File: src/rtl/usb_pkg.sv
// Shared USB packet definitions: PID codes and the
// receive-parser state encoding.
package usb_pkg;

  localparam logic [3:0] PID_OUT   = 4'b0001;
  localparam logic [3:0] PID_IN    = 4'b1001;
  localparam logic [3:0] PID_SOF   = 4'b0101;
  localparam logic [3:0] PID_SETUP = 4'b1101;
  localparam logic [3:0] PID_DATA0 = 4'b0011;
  localparam logic [3:0] PID_DATA1 = 4'b1011;
  localparam logic [3:0] PID_ACK   = 4'b0010;
  localparam logic [3:0] PID_NAK   = 4'b1010;
  localparam logic [3:0] PID_STALL = 4'b1110;

  typedef enum logic [2:0] {
    ST_IDLE,
    ST_TOKEN,
    ST_DATA,
    ST_HSHK,
    ST_DISCARD
  } state_t;

  // Which parser state a freshly received PID leads to.
  function automatic state_t pid_class(input logic [3:0] pid);
    state_t s;
    case (pid)
      PID_OUT, PID_IN,
      PID_SETUP, PID_SOF:  s = ST_TOKEN;
      PID_DATA0, PID_DATA1: s = ST_DATA;
      PID_ACK, PID_NAK,
      PID_STALL:           s = ST_HSHK;
      default:             s = ST_DISCARD;
    endcase
    return s;
  endfunction

endpackage

File: src/rtl/usb_crc_strip.sv
// Two-byte delay line that hides the trailing CRC16 of
// a data packet, with byte count and payload overflow.
module usb_crc_strip #(
  parameter int MAX_PAYLOAD = 64,
  parameter int CW = $clog2(MAX_PAYLOAD + 4)
) (
  input  logic          clk,
  input  logic          rst_n,
  input  logic          clr,
  input  logic          strobe,
  input  logic          pass,
  input  logic [7:0]    din,
  output logic [CW-1:0] cnt,
  output logic [CW-1:0] cnt_nxt,
  output logic          ovf_nxt,
  output logic [7:0]    dout,
  output logic          dout_valid
);

  localparam logic [CW-1:0] CNT_MAX = CW'(MAX_PAYLOAD + 3);
  localparam logic [CW-1:0] PAY_END = CW'(MAX_PAYLOAD + 2);
  localparam logic [CW-1:0] TWO     = CW'(2);

  logic [7:0] old_b;
  logic [7:0] new_b;
  logic       ovf;
  logic       emit;
  logic       keep;

  // A byte leaves the line only once two newer ones exist;
  // bytes past the payload limit are dropped as overflow.
  assign emit = strobe & pass & ~clr & (cnt >= TWO);
  assign keep = emit & (cnt < PAY_END);

  // Next count / overflow, also used at packet end.
  always_comb begin
    cnt_nxt = cnt;
    ovf_nxt = ovf;
    if (clr) begin
      cnt_nxt = '0;
      ovf_nxt = 1'b0;
    end else begin
      if (strobe && cnt != CNT_MAX)
        cnt_nxt = cnt + CW'(1);
      if (emit && !keep)
        ovf_nxt = 1'b1;
    end
  end

  // Delay line shift and registered byte output.
  always_ff @(posedge clk or negedge rst_n) begin
    if (!rst_n) begin
      cnt        <= '0;
      ovf        <= 1'b0;
      old_b      <= '0;
      new_b      <= '0;
      dout       <= '0;
      dout_valid <= 1'b0;
    end else begin
      cnt        <= cnt_nxt;
      ovf        <= ovf_nxt;
      dout_valid <= keep;
      if (keep)
        dout <= old_b;
      if (clr) begin
        old_b <= '0;
        new_b <= '0;
      end else if (strobe) begin
        old_b <= new_b;
        new_b <= din;
      end
    end
  end

endmodule

File: src/rtl/usb_rx_pkt_parse.sv
// USB receive packet parser: tokens, SOF, handshakes
// and CRC-stripped data payload events.
module usb_rx_pkt_parse
  import usb_pkg::*;
#(
  parameter int MAX_PAYLOAD = 64
) (
  input  logic        clk,
  input  logic        rst_n,
  input  logic [6:0]  dev_addr,
  input  logic [3:0]  xpid,
  input  logic        xpacket,
  input  logic [7:0]  xdata,
  input  logic        xdatastrobe,
  input  logic        xcrc5_ok,
  input  logic        xcrc16_ok,
  output logic        tok_valid,
  output logic [3:0]  tok_pid,
  output logic [3:0]  tok_ep,
  output logic        tok_match,
  output logic        sof_valid,
  output logic [10:0] sof_frame,
  output logic        hs_valid,
  output logic [3:0]  hs_pid,
  output logic [7:0]  dout,
  output logic        dout_valid,
  output logic        data_pid1,
  output logic        data_end,
  output logic        data_ok,
  output logic        data_err
);

  localparam int CW = $clog2(MAX_PAYLOAD + 4);

  state_t        state;
  logic          xpacket_q;
  logic          armed;
  logic [3:0]    pid_r;
  logic [7:0]    byte0_r;
  logic [2:0]    byte1_r;
  logic          crc5_r;
  logic          crc16_r;
  logic [CW-1:0] cnt;
  logic [CW-1:0] cnt_nxt;
  logic          ovf_nxt;
  logic          start;
  logic          pkt_end;
  logic          crc5_e;
  logic          crc16_e;
  logic [7:0]    b0_e;
  logic [2:0]    b1_e;
  logic          tok_good;
  logic          hs_good;
  logic          data_good;

  // A packet already in flight when reset lifts is not
  // a start; wait for the bus to go idle first.
  assign start   = xpacket & ~xpacket_q & armed;
  assign pkt_end = ~xpacket & xpacket_q;

  // A byte arriving with the end still counts.
  assign crc5_e  = xdatastrobe ? xcrc5_ok  : crc5_r;
  assign crc16_e = xdatastrobe ? xcrc16_ok : crc16_r;
  assign b0_e = (xdatastrobe && cnt == CW'(0))
              ? xdata : byte0_r;
  assign b1_e = (xdatastrobe && cnt == CW'(1))
              ? xdata[2:0] : byte1_r;

  assign tok_good  = (cnt_nxt == CW'(2)) & crc5_e;
  assign hs_good   = (cnt_nxt == CW'(0));
  assign data_good = crc16_e & (cnt_nxt >= CW'(2))
                   & ~ovf_nxt;

  usb_crc_strip #(
    .MAX_PAYLOAD (MAX_PAYLOAD),
    .CW          (CW)
  ) u_strip (
    .clk        (clk),
    .rst_n      (rst_n),
    .clr        (start),
    .strobe     (xdatastrobe),
    .pass       (state == ST_DATA),
    .din        (xdata),
    .cnt        (cnt),
    .cnt_nxt    (cnt_nxt),
    .ovf_nxt    (ovf_nxt),
    .dout       (dout),
    .dout_valid (dout_valid)
  );

  // Packet FSM with registered event outputs.
  always_ff @(posedge clk or negedge rst_n) begin
    if (!rst_n) begin
      state     <= ST_IDLE;
      xpacket_q <= 1'b0;
      armed     <= 1'b0;
      pid_r     <= '0;
      byte0_r   <= '0;
      byte1_r   <= '0;
      crc5_r    <= 1'b0;
      crc16_r   <= 1'b0;
      tok_valid <= 1'b0;
      tok_pid   <= '0;
      tok_ep    <= '0;
      tok_match <= 1'b0;
      sof_valid <= 1'b0;
      sof_frame <= '0;
      hs_valid  <= 1'b0;
      hs_pid    <= '0;
      data_pid1 <= 1'b0;
      data_end  <= 1'b0;
      data_ok   <= 1'b0;
      data_err  <= 1'b0;
    end else begin
      xpacket_q <= xpacket;
      if (!xpacket)
        armed <= 1'b1;
      tok_valid <= 1'b0;
      sof_valid <= 1'b0;
      hs_valid  <= 1'b0;
      data_end  <= 1'b0;
      data_ok   <= 1'b0;
      data_err  <= 1'b0;
      if (xdatastrobe) begin
        crc5_r  <= xcrc5_ok;
        crc16_r <= xcrc16_ok;
        byte0_r <= b0_e;
        byte1_r <= b1_e;
      end
      unique case (1'b1)
        start: begin
          state <= pid_class(xpid);
          pid_r <= xpid;
          if (pid_class(xpid) == ST_DATA)
            data_pid1 <= xpid[3];
        end
        pkt_end: begin
          state <= ST_IDLE;
          case (state)
            ST_TOKEN: begin
              if (tok_good && pid_r == PID_SOF) begin
                sof_valid <= 1'b1;
                sof_frame <= {b1_e, b0_e};
              end else if (tok_good) begin
                tok_valid <= 1'b1;
                tok_pid   <= pid_r;
                tok_ep    <= {b1_e, b0_e[7]};
                tok_match <= (b0_e[6:0] == dev_addr);
              end
            end
            ST_HSHK: begin
              if (hs_good) begin
                hs_valid <= 1'b1;
                hs_pid   <= pid_r;
              end
            end
            ST_DATA: begin
              data_end <= 1'b1;
              data_ok  <= data_good;
              data_err <= ~data_good;
            end
            default: ;
          endcase
        end
        default: ;
      endcase
    end
  end

endmodule

File: config.mk
export PLATFORM = sky130hd
export DESIGN_NAME = usb_rx_pkt_parse
export DESIGN_NICKNAME = d
export VERILOG_FILES = /design/src/rtl/usb_pkg.sv /design/src/rtl/usb_crc_strip.sv /design/src/rtl/usb_rx_pkt_parse.sv
export SDC_FILE = /design/constraint.sdc
export NUM_CORES = 1
export LEC_CHECK = 0
export BUFFER_PORTS_ARGS = -buffer_cell sky130_fd_sc_hd__buf_2
export CAP_MARGIN = 10
export CORE_UTILIZATION = 43
export CTS_CLUSTER_DIAMETER = 60
export DETAILED_ROUTE_END_ITERATION = 8
export PLACE_DENSITY = 0.66
export SYNTH_ARGS = -nofsm -noshare
export SYNTH_HDL_FRONTEND = slang
export SYNTH_SLANG_ARGS = --single-unit
File: constraint.sdc
create_clock -name clk -period 2.69 [get_ports clk]
set_input_delay 0.807 -clock clk [delete_from_list [all_inputs] [get_ports clk]]
set_output_delay 0.807 -clock clk [all_outputs]
set_load 0.02 [all_outputs]
=== Word level (Yosys, flattened, before mapping) ===
Memory sizes are Yosys's and may differ from the RTL's.
Index checks and enable logic that the tools add are counted.
W data, S select, Z words.

* Register bits after elaboration: 86
* Memory bits (read-only): 96
* Bits of input ports: 25
* Word-level logic and storage cells: 101
* Memories kept: 2

{| class="wikitable"
|+ Memories
! memory !! words !! width !! rd ports !! clocked after Yosys merged registers in !! write ports !! line !! source
|-
| (no name shown) || 16 || 3 || 1 || 0 || 0 || usb_pkg.sv:26 || <nowiki>case (pid)</nowiki>
|-
| (no name shown) || 16 || 3 || 1 || 0 || 0 || usb_pkg.sv:26 ||
|}

* Add/subtract/negate cells: 1
* Order comparisons: 3
* Equality and inequality tests: 9
* Multiplexer cells: 30
* Bitwise logic cells: 16
* Reduce and logical (&&, ||, !) cells: 14

{| class="wikitable"
|+ Operator list
! cell !! count
|-
| $mux W8 || 5
|-
| $mux W1 || 20
|-
| $ge A7 B2 Y1 const B || 2
|-
| $logic_not A7 Y1 || 2
|-
| $mux W7 || 2
|-
| $and A1 B1 Y1 || 10
|-
| $eq A3 B2 Y1 const B || 3
|-
| $add A7 B1 Y7 const B || 1
|-
| $eq A7 B1 Y1 const B || 1
|-
| $eq A7 B2 Y1 const B || 1
|-
| $eq A7 B7 Y1 || 1
|-
| $lt A7 B7 Y1 const B || 1
|-
| $ne A7 B7 Y1 const B || 1
|-
| $mux W3 || 2
|-
| $not A1 Y1 || 6
|-
| $pmux W3 S2 || 1
|-
| $reduce_and A3 Y1 || 2
|-
| $logic_and A1 B1 Y1 || 5
|-
| $eq A4 B3 Y1 const B || 1
|-
| $reduce_and A4 Y1 || 1
|-
| $reduce_bool A2 Y1 || 2
|-
| $eq A3 B1 Y1 const B || 1
|-
| $reduce_and A2 Y1 || 1
|-
| $logic_not A1 Y1 || 1
|}

=== Depth between registers and ports, before layout ===
Gate-level depths: netlist of the first run.

* Depth in word-level cells: 16
* Mapped depth: 8

=== By module ===
From an unflattened synthesis of the first run, not the netlist that was laid out.

* Cell total of the unflattened synthesis: 289
* Area total of the unflattened synthesis: 3791.1 um^2

{| class="wikitable"
|+ By module, submodules not included
! module !! instances !! cells each !! area an instance (um^2) !! sequential area each (um^2)
|-
| usb_rx_pkt_parse || 1 || 176 || 2361.0 || 1326.3
|-
| usb_crc_strip || 1 || 113 || 1430.1 || 825.8
|}

=== Least setup slack after synthesis of the first run ===
Ideal clock, no wire load.

* Path type: in2reg
* From: input xdatastrobe
* To: register sof_frame[10]
* Setup time: 0.125 ns
* Data arrival time: 2.615 ns
* Path slack: -0.049 ns
* Cell stages on the path: 6
* Path through: nand4_1 > a2111oi_0 > a211oi_1 > nor4_1 > buf_2 > mux2_2

* Word-level cells in the longest chain between the ends: 7
* Elaborated cells between the ends (all ways): 10
* Those cells by class: 1 x eq/ne; 4 x mux; 1 x bitwise; 4 x reduce/logical

{| class="wikitable"
|+ RTL lines
! item !! line !! source
|-
| start: declaration || usb_rx_pkt_parse.sv:14 || <nowiki>input logic xdatastrobe,</nowiki>
|-
| $logic_and A1 B1 Y1 || usb_crc_strip.sv:43 || <nowiki>if (strobe && cnt != CNT_MAX)</nowiki>
|-
| $mux W7 || usb_crc_strip.sv:43 ||
|-
| $mux W7 || usb_crc_strip.sv:39 || <nowiki>if (clr) begin</nowiki>
|-
| $eq A7 B2 Y1 || usb_rx_pkt_parse.sv:69 || <nowiki>assign tok_good = (cnt_nxt == CW'(2)) & crc5_e;</nowiki>
|-
| $and A1 B1 Y1 || usb_rx_pkt_parse.sv:69 ||
|-
| $logic_and A1 B1 Y1 || usb_rx_pkt_parse.sv:141 || <nowiki>if (tok_good && pid_r == PID_SOF) begin</nowiki>
|-
| $reduce_and A3 Y1 (no line) || n/a ||
|-
| end signal: assignment || usb_rx_pkt_parse.sv:143 || <nowiki>sof_frame <= {b1_e, b0_e};</nowiki>
|-
| end: declaration || usb_rx_pkt_parse.sv:22 || <nowiki>output logic [10:0] sof_frame,</nowiki>
|}

Several ways; a longest one is shown, not always the timed one.
A chain may end at the register's enable or synchronous reset.

=== Worst setup path in the final report of the first run ===
* From: register u_strip.cnt[4]
* To: register sof_frame[7]

* Word-level cells in the longest chain between the ends: 8
* Elaborated cells between the ends (all ways): 12
* Those cells by class: 1 x add/sub; 2 x eq/ne; 3 x mux; 1 x bitwise; 5 x reduce/logical

{| class="wikitable"
|+ RTL lines
! item !! line !! source
|-
| start: declaration || usb_crc_strip.sv:13 || <nowiki>output logic [CW-1:0] cnt,</nowiki>
|-
| start signal: assignment || usb_crc_strip.sv:60 || <nowiki>cnt <= cnt_nxt;</nowiki>
|-
| branches (longest 8 deep; another with $add A7 B1 Y7) || n/a ||
|}

Parallel ways; which one is timed is not known.

==> flow_metrics.env, run 1 <==
export IMPL_finalWirelength_um=8280
export IMPL_utilization_pct=55.8
export IMPL_synthToLayoutAreaGrowth_pct=23.9
export IMPL_cts_root_buf="clkbuf_8"
export IMPL_vias=2807
export IMPL_nets=465
export IMPL_drive_gt1_share_pct=41.9
export IMPL_num_antenna_cells=0
export IMPL_clk_pin_slew_ns=0.09
export IMPL_drtIter0Drc=112
export IMPL_worstPathMaxFanout=9
export IMPL_slew_headroom_pct=58.0
export IMPL_synth_area_top_cells="dfrtp_1, mux2_2, mux2i_1"
export IMPL_ys_seq_area_share_pct=54.3
export IMPL_synth_seq_cells=86
export IMPL_ys_flop_type="dfrtp_1"
export IMPL_hold_viol=0
export IMPL_start_util_pct=45.0
export IMPL_worstRegToRegCells=8
export IMPL_dr_pass1_iters=6
export IMPL_async_reset_ff_share_pct=100
export IMPL_yosysUniqueCellTypes=52
export IMPL_drt_drc_violations_left=2
export IMPL_grt_pass1_vias=2861
export IMPL_fin_ws_ns=0.122
export IMPL_tritoncts="built"
export IMPL_startpoint="u_strip.cnt[4]$_DFF_PN0_"
export IMPL_dieArea_um2=9610
export IMPL_cts_buffers_inserted=9
export IMPL_final_area_um2=4910
export IMPL_drv_slew=0
export IMPL_ant_nets=0
export IMPL_core_area_um2=8810
export IMPL_clk_latency_ns=0.36
export IMPL_worst_r2r_setup_slack_ns=0.12
export IMPL_syn_area_um2=3960
export IMPL_cts_buffer_depth=2
export IMPL_grt_pass1_wl_um=14200
export IMPL_syn_area_per_cell_um2=12.4
export IMPL_path_class="reg -> reg"
export IMPL_synth_edff_count=0
export IMPL_syn_instance_count=320
export IMPL_grt_max_degree=37
export IMPL_skew_ns=0.0108
export IMPL_viasPerCell=5.13
export IMPL_dp_hpwl_um=6150
export IMPL_worst_hold_path_type="in -> async"
export IMPL_rows=34
export IMPL_outcome="complete, but fails checks"
export IMPL_leakage_nw=2.53
export IMPL_fin_crit_sh_pct=95.5
export IMPL_crit_arrival_ns=2.81
export IMPL_period_needed_ns=2.57
export IMPL_ir_worst_vdd_mv=0.366
export IMPL_setup_worst_path_start_class="flop"
export IMPL_h_tree_depth=3
export IMPL_cts_resized_gates=0
export IMPL_post_dp_cell_area_um2=4690
export IMPL_die_h_um=98.0
export IMPL_synth_top_area_share_pct=54.3
export IMPL_dieWidth_um=98.0
export IMPL_wire_per_inst_um=15.1
export IMPL_pre_cts_ws_ns=-0.263
export IMPL_yosys_area_top_type="dfrtp_1"
export IMPL_rr_endpoint="sof_frame[7]$_DFFE_PN0P_"
export IMPL_fmax_mhz=389
export IMPL_setup_viol=0
export IMPL_power_per_cell_area_nw_per_um2=654
export IMPL_track_usage_pct=19.0
export IMPL_violations="design-rule violations"
export IMPL_yosysWarnings=0
export IMPL_overflow=0
export IMPL_cts_num_sinks=86
export IMPL_io_buffers=64
export IMPL_hold_buffers=0
export IMPL_globalplace_congestion=0.895
export IMPL_required_ns=2.93
export IMPL_worst_pin_slew_ns=0.626
export IMPL_worstSetupEndpointType="flop"
export IMPL_crit_end="sof_frame[7]$_DFFE_PN0P_"
export IMPL_r2r_start="u_strip.cnt[4]$_DFF_PN0_"
export IMPL_antenna_found_initial=0
export IMPL_io_pins=65
export IMPL_drv_cap=0
export IMPL_synth_nets=351
-- sequential cells by signal, indices dropped and copies added, names as in the netlist, 3 cells and up --
name	flops
byte0_r	8
byte1_r	3
hs_pid	4
pid_r	4
sof_frame	11
state	3
tok_ep	4
tok_pid	4
u_strip.cnt	7
u_strip.dout	8
u_strip.new_b	8
u_strip.old_b	8
-- layer usage --
metal  wire, um  vias to the layer above  global-route usage, %
met1       3980                     1390                   26.2
met5          0                        -                      0
li1           -                     1358                      -
met3        296                       10                   4.80
met2       3900                       49                   29.5
met4        100                        0                   5.94
-- kinds of logic after synthesis --
group / Yosys count / share of synthesized area (%)
buffers and inverters: 26 / 3.98
multiplexers: 65 / 17.8
AND/OR/NAND/NOR: 87 / 12.3
adder cells (fa/ha/maj): 6 / 1.89
XOR/XNOR: 17 / 3.76
flip-flops: 86 / 54.3
AO/OA/AOI/OAI: 33 / 6.03
-- report_power, final --
group	total, mW	leakage (nW)	switching [mW]	internal (mW)
clock network	0.836	0.0841	0.466	0.370
registers	1.60	1.12	0.106	1.49
logic	0.781	1.33	0.406	0.374
-- worst max-delay path: stages (launching register included) --
cell and delay, ns:
dfrtp_1 0.38, or4_1 0.63, buf_4 0.19, o22ai_1 0.20, o21ai_0 0.14, nor4_2 0.22, buf_4 0.16, buf_4 0.18
mux2_2 0.35
-- cell usage after synthesis (2+ instances only) --
cell,number
a211o_1,2
and2_1,4
buf_2,2
nand2_1,15
a211o_2,2
ha_1,6
dfrtp_1,86
clkbuf_8,5
and3b_1,3
o22ai_1,2
nand3b_1,2
xor2_1,12
nor2_1,24
a211oi_1,3
mux2i_1,22
o31ai_1,2
xnor2_1,5
nor2b_1,2
mux2_2,43
nand2b_1,5
nor3_1,4
clkbuf_1,5
inv_1,12
o21ai_0,8
nor4_1,4
a21oi_1,3
nand3_1,7
a2111oi_0,2
nand4_1,5
-- stage by stage --
stage | power (mW) | TNS [ns] | hold slack, ns | cells
2_1_floorplan | 2.08 | 0 | 0.445 | 320
3_3_place_gp | 2.38 | -8.55 | 0.470 | 525
3_5_place_dp | 2.41 | -4.08 | 0.488 | 526
4_1_cts | 3.25 | 0 | 0.401 | 544
5_1_grt | 3.41 | -0.0525 | 0.427 | 547
6_report | 3.21 | 0 | 0.408 | 547
-- timing repair --
action                                  in CTS  in global routing
endpoints found under the setup margin       8                 13
setup buffers                                2                  3
pin swaps                                    1                  2
-- final cells by class --
class	count	area [um^2]
Multi-Input combinational cell	208	1660
Inverter	12	45.0
Clock buffer	11	141
Fill cell	739	3890
Tap cell	108	135
Clock inverter	5	42.5
Sequential cell	86	2150
Timing Repair Buffer	117	733
-- worst min path at each step --
stage / slack (ns) / end
floorplan: 0.45 / crc16_r$_DFF_PN0_
global placement: 0.47 / crc16_r$_DFF_PN0_
detailed placement: 0.49 / hs_pid[1]$_DFFE_PN0P_
CTS: 0.40 / tok_ep[2]$_DFFE_PN0P_
global route: 0.43 / tok_ep[2]$_DFFE_PN0P_
finish: 0.41 / tok_ep[2]$_DFFE_PN0P_
-- layout by cell type (no fill, tap or decap), types with 2 or more instances in the layout --
cell type and instances:
xor2_1 12, buf_4 53, a211oi_1 3, nor3_1 4, nor4_1 3, a21oi_1 3
clkbuf_8 10, mux2i_1 22, ha_1 6, o31ai_1 2, nand4_1 5, o21ai_0 8
nor2_1 24, a211o_2 2, and3b_1 3, and2_1 4, nand3_1 7, nor2b_1 2
clkinvlp_4 3, nand2_1 15, o22ai_1 2, a211o_1 2, inv_1 12, buf_2 63
xnor2_1 5, dfrtp_1 86, nand2b_1 5, mux2_2 43, nand3b_1 2
(Power assumes the default switching activity.)
==> run 2: changes to the inputs <==
Settings changed: CORE_UTILIZATION 43 to 40, PLACE_DENSITY 0.66 to default, SYNTH_HIERARCHICAL from default to 1.
==> run 2 against run 1 <==
Compared with the run above:
- the flow finishes with violations (negative setup slack)
- largest power group unchanged
- sequential cell count is the same
- routed wire length shrank 8.8%
- count of clock-buffer cells in the layout shrank 2
- clock power grew 11%
- non-clock buffer count shrank 18
- combinational power grew 19%
- setup slack lost 0.60 ns
==> flow_metrics.env, run 2 <==
export IMPL_outcome="complete, but fails checks"
export IMPL_violations="negative setup slack"
export IMPL_yosys_area_top_type="dfrtp_1"
export IMPL_yosysWarnings=6
export IMPL_syn_area_um2=3790
export IMPL_ir_worst_vdd_mv=0.426
export IMPL_fin_crit_sh_pct=118
export IMPL_rsz0062_at_grt="true"
export IMPL_synth_area_top_cells="dfrtp_1, mux2_2, mux2_4"
export IMPL_setup_worst_path_start_class="input pin"
export IMPL_seq_area_um2=2150
export IMPL_worstPathMaxFanout=12
export IMPL_fmax_mhz=315
export IMPL_grt_max_degree=50
export IMPL_overflow=0
export IMPL_worstSetupEndpointType="flop"
export IMPL_synthMuxAreaShare_pct=19.1
export IMPL_drive_gt1_share_pct=44.8
export IMPL_ant_nets=0
export IMPL_synthToLayoutAreaGrowth_pct=25.7
export IMPL_final_common_cell="dfrtp_1"
export IMPL_globalplace_congestion=0.785
export IMPL_vias=2526
export IMPL_cts_root_buf="clkbuf_8"
export IMPL_cts_num_sinks=86
export IMPL_clk_pin_slew_ns=0.10
export IMPL_worst_pin_slew_ns=0.751
export IMPL_required_ns=2.93
export IMPL_drt_drc_violations_left=0
export IMPL_regMostFlops="sof_frame"
export IMPL_wire_per_inst_um=14.9
export IMPL_hold_viol=0
export IMPL_dp_hpwl_um=5420
export IMPL_layout_common_cells="dfrtp_1, buf_2, buf_4"
export IMPL_worst_hold_path_type="in -> async"
export IMPL_path_class="in -> reg"
export IMPL_cts_buffer_depth=2
export IMPL_synth_compound_area_share_pct=3.99
export IMPL_fillers=832
export IMPL_synth_nets=319
export IMPL_synth_top_area_share_pct=56.8
export IMPL_core_area_um2=9200
export IMPL_dieWidth_um=99.4
export IMPL_worst_r2r_setup_slack_ns=-0.41
export IMPL_synth_xor_area_share_pct=3.23
export IMPL_worstRegToRegCells=10
export IMPL_power_per_cell_area_nw_per_um2=734
export IMPL_grt_pass1_wl_um=12900
export IMPL_synth_top_family_by_area="multiplexers"
export IMPL_async_reset_ff_share_pct=100
export IMPL_ys_flop_type="dfrtp_1"
export IMPL_h_tree_depth=3
export IMPL_syn_instance_count=289
export IMPL_drv_cap=0
export IMPL_startpoint="xdatastrobe"
export IMPL_cts_buffers_inserted=9
export IMPL_rr_endpoint="sof_frame[9]$_DFFE_PN0P_"
export IMPL_setup_viol=27
export IMPL_drtIter0Drc=111
export IMPL_num_antenna_cells=0
export IMPL_dieArea_um2=9870
export IMPL_finalWirelength_um=7550
export IMPL_synthAdderAreaFrac_pct=1.65
export IMPL_io_pins=65
export IMPL_r2r_start="u_strip/cnt[3]$_DFF_PN0_"
export IMPL_grt_pass1_vias=2539
export IMPL_clk_latency_ns=0.35
export IMPL_synth_edff_count=0
export IMPL_tritoncts="built"
export IMPL_slew_headroom_pct=49.2
export IMPL_yosys_area_share_simple_pct=12.3
export IMPL_yosysUniqueCellTypes=46
export IMPL_track_usage_pct=16.7
export IMPL_crit_arrival_ns=3.41
export IMPL_nets=420
export IMPL_synth_seq_cells=86
export IMPL_skew_ns=0.0147
export IMPL_largest_register_ffs=11
export IMPL_synth_most_common_cell="dfrtp_1"
export IMPL_ys_seq_area_share_pct=56.8
export IMPL_ys_top_cells_by_count="dfrtp_1, nor2_1, mux2_2"
export IMPL_leakage_nw=2.47
export IMPL_rows=35
export IMPL_fin_ws_ns=-0.480
export IMPL_syn_area_per_cell_um2=13.1
export IMPL_die_h_um=99.4
export IMPL_io_buffers=64
export IMPL_multiInputGateArea_um2=1590
export IMPL_viasPerCell=4.99
export IMPL_holdWs_ns=0.467
export IMPL_start_util_pct=41.2
export IMPL_drv_slew=0
export IMPL_pre_cts_ws_ns=-0.924
export IMPL_dr_pass1_iters=4
export IMPL_period_needed_ns=3.17
export IMPL_crit_end="sof_frame[9]$_DFFE_PN0P_"
export IMPL_antenna_found_initial=0
==> run 2: cell types whose count changed after synthesis, moves of 3 or more <==
cell,delta
mux2_2,-19
mux2_4,+17
nand2_1,-7
xor2_1,-7
clkbuf_8,-5
nor2_1,+5
and2_1,-4
xnor2_1,+4
and3b_1,-3
o21ai_0,-3
or3_1,+3
==> run 2: how the worst min path moves through the flow <==
stage	startpoint	to	slack (ns)	cells past startpoint
finish	rst_n	u_strip/old_b[7]$_DFFE_PN0P_	0.47	1
global route	armed$_DFFE_PN0N_	armed$_DFFE_PN0N_	0.49	1
CTS	rst_n	u_strip/old_b[7]$_DFFE_PN0P_	0.48	1
detailed placement	armed$_DFFE_PN0N_	armed$_DFFE_PN0N_	0.46	1
global placement	armed$_DFFE_PN0N_	armed$_DFFE_PN0N_	0.45	1
floorplan	armed$_DFFE_PN0N_	armed$_DFFE_PN0N_	0.44	1
==> run 2: timing repair <==
item / CTS / global route
pin swaps: 1 / 1
hold buffers: 0 / 0
endpoints found under the setup margin: 27 / 27
buffers inserted: 2 / 4
gates resized for setup: 7 / 2
==> run 2: metrics by stage <==
| stage | util, % | power (mW) | cells | TNS [ns] | instance area, um^2 |
|---|---|---|---|---|---|
| after floorplan | - | 2.25 | 289 | -18.11 | 3870 |
| after global placement | 48.7 | 2.57 | 484 | -21.15 | 4480 |
| after detailed placement | 48.7 | 2.59 | 484 | -21.09 | 4480 |
| after CTS | 51.4 | 3.54 | 502 | -9.29 | 4730 |
| after global routing | 51.8 | 3.70 | 506 | -13.70 | 4770 |
| final | 51.8 | 3.50 | 506 | -10.47 | 4770 |
==> run 2: cells by family after synthesis <==
| family | after synthesis |
|---|---|
| AO/OA/AOI/OAI | 21 |
| buffers and inverters | 22 |
| multiplexers | 61 |
| XOR/XNOR | 14 |
| flip-flops | 86 |
| adder cells (fa/ha/maj) | 5 |
| AND/OR/NAND/NOR | 80 |
==> run 2: critical path, stage by stage <==
cell and delay [ns]:
buf_6 0.07, and3_4 0.18, nand4_1 0.14, xor2_2 0.20
nor2_4 0.06, or4_4 0.53, or4_4 0.43, or3_4 0.36
nor2_4 0.13, buf_12 0.16, mux2_2 0.33
==> run 2: area by class of cell <==
cell class	instances	area share, %
well taps	111	2.91
inverters	13	1.02
clock inverters	7	1.68
clock buffers	9	2.60
multi-input cells	181	33.3
repair buffers	99	13.4
flip-flops and latches	86	45.1
==> run 2: power breakdown <==
part | switching [mW] | internal, mW
sequential | 0.116 | 1.52
combinational | 0.475 | 0.457
clock | 0.490 | 0.443
==> run 2: routing by layer <==
metal	wire, um	GRT usage [%]
met1	3740	24.0
met3	275	3.23
met2	3440	25.3
met4	96	5.77
met5	0	0
